==> config.mk <==
export PLATFORM = sky130hd
export DESIGN_NAME = imm_ext_pipe_flat
export DESIGN_NICKNAME = d
export VERILOG_FILES = /design/src/rtl/imm_ext_if.sv /design/src/rtl/imm_ext_pipe.sv /design/src/flat_wrapper.sv
export SDC_FILE = /design/constraint.sdc
export NUM_CORES = 1
export LEC_CHECK = 0
export ABC_AREA = 1
export BUFFER_PORTS_ARGS = -buffer_cell sky130_fd_sc_hd__buf_2
export CORE_AREA = 2 2 109 153
export CTS_CLUSTER_DIAMETER = 120
export CTS_CLUSTER_SIZE = 12
export DETAILED_ROUTE_END_ITERATION = 6
export DIE_AREA = 0 0 111 155
export REMOVE_ABC_BUFFERS = 1
export SYNTH_ARGS = -nofsm -noshare
export SYNTH_HDL_FRONTEND = slang
export SYNTH_SLANG_ARGS = --single-unit
==> constraint.sdc <==
create_clock -name clk -period 7.99 [get_ports clk]
set_input_delay 1.1985 -clock clk [delete_from_list [all_inputs] [get_ports clk]]
set_output_delay 1.1985 -clock clk [all_outputs]
set_load 0.02 [all_outputs]
==> src/rtl/imm_ext_if.sv <==
// imm_ext_if -- request/result bundle for imm_ext_pipe.
//
// Handshake rule (both channels): a transfer happens on a rising clk edge
// where valid and ready are both high. The sender keeps valid and its
// payload stable until that edge; ready may change freely and never
// depends combinationally on the sender's payload.
//
// Signals
//   in_valid, ext_sel[2:0], instr[31:0], pc[DW-1:0]  request from master
//   in_ready                                           request acceptance
//   out_valid, out_data[DW-1:0], out_err               result to master
//   out_ready                                          result consumption
//
// Modports: master = requester/consumer side, slave = imm_ext_pipe side.
interface imm_ext_if #(
  parameter int DW = 32
);
  logic          in_valid;
  logic          in_ready;
  logic [2:0]    ext_sel;
  logic [31:0]   instr;
  logic [DW-1:0] pc;
  logic          out_valid;
  logic          out_ready;
  logic [DW-1:0] out_data;
  logic          out_err;

  modport master (
    output in_valid, ext_sel, instr, pc, out_ready,
    input  in_ready, out_valid, out_data, out_err
  );

  modport slave (
    input  in_valid, ext_sel, instr, pc, out_ready,
    output in_ready, out_valid, out_data, out_err
  );
endinterface

==> src/rtl/imm_ext_pipe.sv <==
// imm_ext_pipe -- immediate / branch-target extension unit with an in-order
// result FIFO.
//
// Each accepted request is decoded by ext_sel into a DW-bit result that is
// pushed into a DEPTH-entry FIFO; the head entry is presented on the result
// channel one cycle after acceptance when the FIFO was empty.
//
// Ports
//   clk    sole clock, rising edge
//   rst_n  synchronous active-low reset (dominates flush)
//   flush  synchronous squash of every buffered result
//   bus    imm_ext_if.slave (request and result channels)
//
// Parameters
//   DW     datapath width, 32 or 64
//   DEPTH  FIFO entries, power of two, >= 2
//
// Build option
//   IMM_EXT_PIPE_ERR_EN  when defined, each entry carries an illegal-mode
//                        bit (ext_sel == 7) shown on out_err; otherwise
//                        out_err is tied low.
module imm_ext_pipe #(
  parameter int DW    = 32,
  parameter int DEPTH = 2
) (
  input  logic    clk,
  input  logic    rst_n,
  input  logic    flush,
  imm_ext_if.slave bus
);
  localparam int AW = (DEPTH > 1) ? $clog2(DEPTH) : 1;
  localparam int CW = $clog2(DEPTH + 1);

  logic [AW-1:0] wr_ptr;
  logic [AW-1:0] rd_ptr;
  logic [CW-1:0] count;
  logic [DW-1:0] mem [DEPTH];

  logic [DW-1:0] sext16;
  logic [DW-1:0] result;
  logic          is_illegal;
  logic          full;
  logic          push;
  logic          pop;
  logic          unused_bits;

  // Result decode. Mode 3 ({imm16,16'b0} sign-extended from bit 31) is the
  // same bit pattern as the sign-extended imm16 shifted left by 16, which
  // keeps it free of a zero-width replication when DW == 32.
  always_comb begin
    sext16     = {{(DW-16){bus.instr[15]}}, bus.instr[15:0]};
    result     = '0;
    is_illegal = 1'b0;
    case (bus.ext_sel)
      3'd0: result = {{(DW-16){1'b0}}, bus.instr[15:0]};
      3'd1: result = sext16;
      3'd2: result = {{(DW-5){1'b0}}, bus.instr[10:6]};
      3'd3: result = sext16 << 16;
      3'd4: result = sext16 << 2;
      3'd5: result = {bus.pc[DW-1:28], bus.instr[25:0], 2'b00};
      3'd6: result = bus.pc + DW'(4) + (sext16 << 2);
      default: begin
        result     = '0;
        is_illegal = 1'b1;
      end
    endcase
  end

  // Opcode field bits are not part of any extension mode.
  assign unused_bits = ^{bus.instr[31:26], is_illegal};

  assign full = (count == CW'(DEPTH));

  // A full FIFO still accepts when the head leaves on the same edge.
  assign bus.in_ready  = rst_n && !flush && (!full || bus.out_ready);
  assign bus.out_valid = rst_n && (count != '0);

  assign push = bus.in_valid && bus.in_ready;
  assign pop  = bus.out_valid && bus.out_ready;

  always_ff @(posedge clk) begin
    if (!rst_n || flush) begin
      wr_ptr <= '0;
      rd_ptr <= '0;
      count  <= '0;
    end else begin
      if (push) wr_ptr <= wr_ptr + AW'(1);
      if (pop)  rd_ptr <= rd_ptr + AW'(1);
      case ({push, pop})
        2'b10:   count <= count + CW'(1);
        2'b01:   count <= count - CW'(1);
        default: count <= count;
      endcase
    end
  end

  // Storage needs no reset: an entry is only visible once count covers it.
  always_ff @(posedge clk) begin
    if (push) mem[wr_ptr] <= result;
  end

  assign bus.out_data = bus.out_valid ? mem[rd_ptr] : '0;

`ifdef IMM_EXT_PIPE_ERR_EN
  logic err_mem [DEPTH];

  always_ff @(posedge clk) begin
    if (push) err_mem[wr_ptr] <= is_illegal;
  end

  assign bus.out_err = bus.out_valid && err_mem[rd_ptr];
`else
  assign bus.out_err = 1'b0;
`endif
endmodule

==> src/flat_wrapper.sv <==
// flat-port wrapper written by rule: the top's interface ports become plain ports
module imm_ext_pipe_flat 
#(
  parameter int DW    = 32,
  parameter int DEPTH = 2
)
  (clk, rst_n, flush, bus_in_valid, bus_ext_sel, bus_instr, bus_pc, bus_out_ready, bus_in_ready, bus_out_valid, bus_out_data, bus_out_err);
  imm_ext_if #(.DW(DW)) bus_i ();
  input  logic clk;
  input  logic rst_n;
  input  logic flush;
  input wire logic [$bits(bus_i.in_valid)-1:0] bus_in_valid;
  input wire logic [$bits(bus_i.ext_sel)-1:0] bus_ext_sel;
  input wire logic [$bits(bus_i.instr)-1:0] bus_instr;
  input wire logic [$bits(bus_i.pc)-1:0] bus_pc;
  input wire logic [$bits(bus_i.out_ready)-1:0] bus_out_ready;
  output wire logic [$bits(bus_i.in_ready)-1:0] bus_in_ready;
  output wire logic [$bits(bus_i.out_valid)-1:0] bus_out_valid;
  output wire logic [$bits(bus_i.out_data)-1:0] bus_out_data;
  output wire logic [$bits(bus_i.out_err)-1:0] bus_out_err;
  assign bus_i.in_valid = bus_in_valid;
  assign bus_i.ext_sel = bus_ext_sel;
  assign bus_i.instr = bus_instr;
  assign bus_i.pc = bus_pc;
  assign bus_i.out_ready = bus_out_ready;
  assign bus_in_ready = bus_i.in_ready;
  assign bus_out_valid = bus_i.out_valid;
  assign bus_out_data = bus_i.out_data;
  assign bus_out_err = bus_i.out_err;
  imm_ext_pipe #(.DW(DW), .DEPTH(DEPTH)) u_core (.clk(clk), .rst_n(rst_n), .flush(flush), .bus(bus_i));
endmodule
Yosys cells after proc, flatten, opt, wreduce, memory -nomap -nowiden --
Memory sizes are Yosys's and may differ from the RTL's. A register that Yosys moved wholly into a read port is not among the register bits. Cells that the tools add are included.
Word-level totals: bits in registers 4, memory bits (writable) 64, input port bits 72, output and inout port bits 35, logic and storage cells 39, memories 1
Operators by class: add/subtract/negate cells 6, eq/ne operators 9, multiplexer cells 7, reductions and logical operators 13
Memory list:
- u_core.mem | words 2, bits a word 32, read ports 1, clocked after memory_dff 1, write ports 1, line imm_ext_pipe.sv:37 | logic [DW-1:0] mem [DEPTH];
Operators by type and width (count):
- $pmux W32 S7 | 1
- $add A32 B3 Y32 const B | 1
- $add A32 B32 Y32 | 1
- $mux W32 | 1
- $eq A3 B3 Y1 const B | 3
- $eq A3 B2 Y1 const B | 2
- $logic_and A1 B1 Y1 | 5
- $eq A2 B2 Y1 const B | 2
- $mux W1 | 4
- $pmux W2 S2 | 1
- $reduce_bool A2 Y1 | 2
- $eq A3 B1 Y1 const B | 1
- $logic_not A1 Y1 | 3
- $logic_not A3 Y1 | 1
- $add A1 B1 Y1 const B | 2
- $add A2 B1 Y2 const B | 1
- $eq A2 B1 Y1 const B | 1
- $logic_or A1 B1 Y1 | 2
- $sub A2 B1 Y2 const B | 1

Logic depth before layout (Yosys ltp) --
depth in word-level cells 7, depth in mapped cells 16, gate-level depth less buffers 16

Least setup slack after synthesis --
No wires, ideal clock.
kind input to register, start in rst_n, end mem u_core.mem[0][0] (enable), library setup time 0.421 ns, data arrival time 3.154 ns, data required time 7.569 ns, slack 4.415 ns, stages on the path 6, buffers on the path 0, cells stage by stage inv_1 > nor2_1 > o21ai_0 > inv_1 > nand2_1 > nor2_1
Between the ends: word-level cells in the longest chain between the ends 5
RTL lines:
- from (decl) | line flat_wrapper.sv:10 | input logic rst_n;
- $logic_and A1 B1 Y1 (2 in a row) | line imm_ext_pipe.sv:75 | assign bus.in_ready = rst_n && !flush && (!full || bus.out_ready);
- via bus_in_ready | line flat_wrapper.sv:17 | output wire logic [$bits(bus_i.in_ready)-1:0] bus_in_ready;
- $logic_and A1 B1 Y1 | line imm_ext_pipe.sv:78 | assign push = bus.in_valid && bus.in_ready;
- $mux W1 | line imm_ext_pipe.sv:99 | if (push) mem[wr_ptr] <= result;
- $mux W1 (not written as such) | line imm_ext_pipe.sv:99
- to (decl) | line imm_ext_pipe.sv:37
The timed path passes the listed nets, and every way through them passes these cells.

Worst setup path in the final report --
start in bus_instr[15], end mem u_core.mem[0][22] (data pin)
Between the ends: word-level cells in the longest chain between the ends 2
RTL lines:
- from (decl) | line flat_wrapper.sv:14 | input wire logic [$bits(bus_i.instr)-1:0] bus_instr;
- $add A32 B32 Y32 | line imm_ext_pipe.sv:61 | 3'd6: result = bus.pc + DW'(4) + (sext16 << 2);
- $pmux W32 S7 * | line imm_ext_pipe.sv:54 | case (bus.ext_sel)
- via u_core.result[22] | line imm_ext_pipe.sv:40 | logic [DW-1:0] result;
The timed path passes the listed nets; every way through them passes the cells marked *.

==> reports/qor.csv <==
metric;value;unit
status;complete, no violations;
register area share after synthesis;33.5;%
total wire length after detailed routing;15800;um
Slew @ Worst Pin;1020;ps
Die Y;155;um
count of final max-slew check failures;0;
clock slew at reported path FFs;60;ps
Worst Path Class, Setup;primary input to register;
minimum clock period;3320;ps
placed cells;1093;
GRT Util Overall;18.1;%
ANT nets after route;0;
syn_area_per_cell;7.51;um^2
R2R Path Start;u_core.count[1];
skew final;5.56;ps
crit-path cells;buf_2 > ha_1 > ha_1 > nand2_1 > inv_1 > nand2_1 > nor2_1 > nand4_1 > nand3_1 > nand2_1 > nand2_1 > o21ai_1;
gpl congestion;0.963;
synthesized area;6030;um^2
crit path capture type;register;
part of the cycle the worst path needs;41.5;%
Leak;0.00378;uW
Post-synth EDFFs;64;
Max VDD drop;0.164;mV
diode count;0;
fmax;0.302;GHz
worst r2r path cells;10;
Unique masters post-synth;42;
Area Growth Syn to Fin;17.1;%
Worst Path Arrival;3380;ps
vias in the first global route;4932;
GRT overflow;0;
CP Max Fanout;17;
Yosys warnings;0;
Final TNS setup;0;ps
family with the most delay on the worst path;simple AND/OR/NAND/NOR gates;
hold_buf cts;0;
pwr dens;159;nW/um^2
clock insertion delay at the later pin of the skew report;330;ps
worst hold slack;506;ps
DR DRC count;0;
PortBufs;99;
Synth area leaders;edfxtp_1 32%, nand2_1 17%, ha_1 12%, inv_1 9.4%, mux2_2 4.5%;
ys async rst share;0;%
CP Launch Point;bus_instr[15];
Pre-antenna DRT Iters;4;
RSZ-0062 raised after global routing;no;
post-layout util;44.4;%
first-pass GRT wire length;24400;um
final hold vios;0;
Synth area leader;edfxtp_1;
Hold Crit Depth;2;
root buf cell;clkbuf_16;
DIE AREA;17200;um^2
Sink Count;69;
Synth top area share;31.9;%
CTS Buf Count;9;
# IOs;107;
CTS tree;built;
critical path depth;12;
max-cap viol count;0;
layout cells sized above 1;18.9;%
CTS Buffer Depth;2;
total number of vias;5339;
Placeable Area;15900;um^2
initial antenna violation count;0;
Req. time, crit path;8050;ps
hold crit path type;register to register;
slowest stage delay, CP;390;ps
Seq cells post-synth;69;
leading cell types by count after synthesis;279 x nand2_1, 151 x inv_1, 64 x edfxtp_1, 58 x ha_1, 47 x nand3_1;
CP max-delay cell;ha_1;
CTS H-tree depth;3;
post_cts resized;0;
DR WL/cell;14.2;um
most frequent cell after synthesis;nand2_1;
final net count;1036;
Initial Util;37.9;%
# setup viols final;0;
die width;111;um
ys flop type;edfxtp_1;
cell mode on critical path;nand2_1;
final non-filler cell total;1109;
Setup Fix Bufs, Post-CTS;0;
CP startpoint kind;primary input;
Post-Syn Instances;803;
fill count;1655;
Bufs and invs on worst path;2;
pin count of the biggest net entering global routing;35;
Via density;4.81;
hold_sp;u_core.count[1];
drt first-iter violations;221;
HPWL Detailed;12900;um
Std-Cell Rows;55;
Slew Limit Headroom;31.6;%
routing by layer:
| metal | wire length [um] | share of wire [%] | global-route usage (%) |
|---|---|---|---|
| met1 | 6330 | 40 | 20.3 |
| met3 | 497 | 3.1 | 1.71 |
| met4 | 783 | 5.0 | 11.3 |
| met5 | 0 | 0 | 0 |
| met2 | 8180 | 52 | 33.0 |
cell type report:
cell class | count | area, um^2 | share of cell area [%]
tap | 199 | 249 | 3.53
inverter | 155 | 582 | 8.24
clock buffer | 9 | 225 | 3.19
multi-input combinational | 566 | 3350 | 47.4
sequential | 69 | 2020 | 28.6
timing repair buffer | 104 | 533 | 7.55
clock inverter | 7 | 98.8 | 1.40
worst reg2reg max path, delay by kind of cell, from the launching register on:
family                   cells  cell delay (ps)
AND/OR/NAND/NOR              4              580
AO/OA/AOI/OAI                3              330
adder cells (fa/ha/maj)      1              250
buffers and inverters        2              400
flip-flops                   1              380
logic make-up after synthesis:
kind of cell | synth area share, %
other | 0.0622
multiplexers | 5.98
AND/OR/NAND/NOR | 26.9
AO/OA/AOI/OAI | 9.16
flip-flops | 33.5
XOR/XNOR | 1.02
buffers and inverters | 11.0
adder cells (fa/ha/maj) | 12.4
worst paths after layout:
check        slack, ps           endpoint
max               4670  u_core.mem[0][22]
max reg2reg       5990    u_core.count[1]
min                510    u_core.count[1]
min reg2reg        510    u_core.count[1]
through the flow:
step                setup slack (ps)  instance area [um^2]  power [uW]
global placement                4400                  6740         710
finish                          4670                  7060        1130
global route                    4520                  7060        1190
CTS                             4660                  7060        1130
floorplan                       3990                  5950         622
detailed placement              4400                  6740         712
state kept, by name (all words and copies together) (netlist names), named ones only:
signal         cells
u_core.wr_ptr      1
u_core.count       2
u_core.rd_ptr      1
u_core.mem        64
layout by cell type (no fill, tap or decap), drive strengths merged, types with 2 or more instances in the layout:
cell type / synthesis / layout
nand2: 280 / 280
inv: 154 / 155
buf: 9 / 104
edfxtp: 64 / 64
ha: 58 / 58
nor2: 49 / 49
nand3: 47 / 47
mux2: 32 / 32
a21oi: 24 / 24
a221oi: 16 / 16
o21ai: 11 / 11
clkbuf: 4 / 9
o211ai: 8 / 8
nand4: 6 / 6
nor3: 6 / 6
or2: 5 / 5
dfxtp: 5 / 5
xnor2: 4 / 4
clkinv: 1 / 4
o21bai: 3 / 3
o221ai: 3 / 3
xor2: 3 / 3
o22ai: 2 / 2
o2111ai: 2 / 2
bufinv: 0 / 2
power breakdown:
part | switching, uW | total (uW) | internal, uW
sequential | 1.40 | 410 | 409
combinational | 192 | 297 | 105
clock | 145 | 419 | 274
total | 338 | 1130 | 788
No activity file was read; power rests on OpenSTA's default activity.
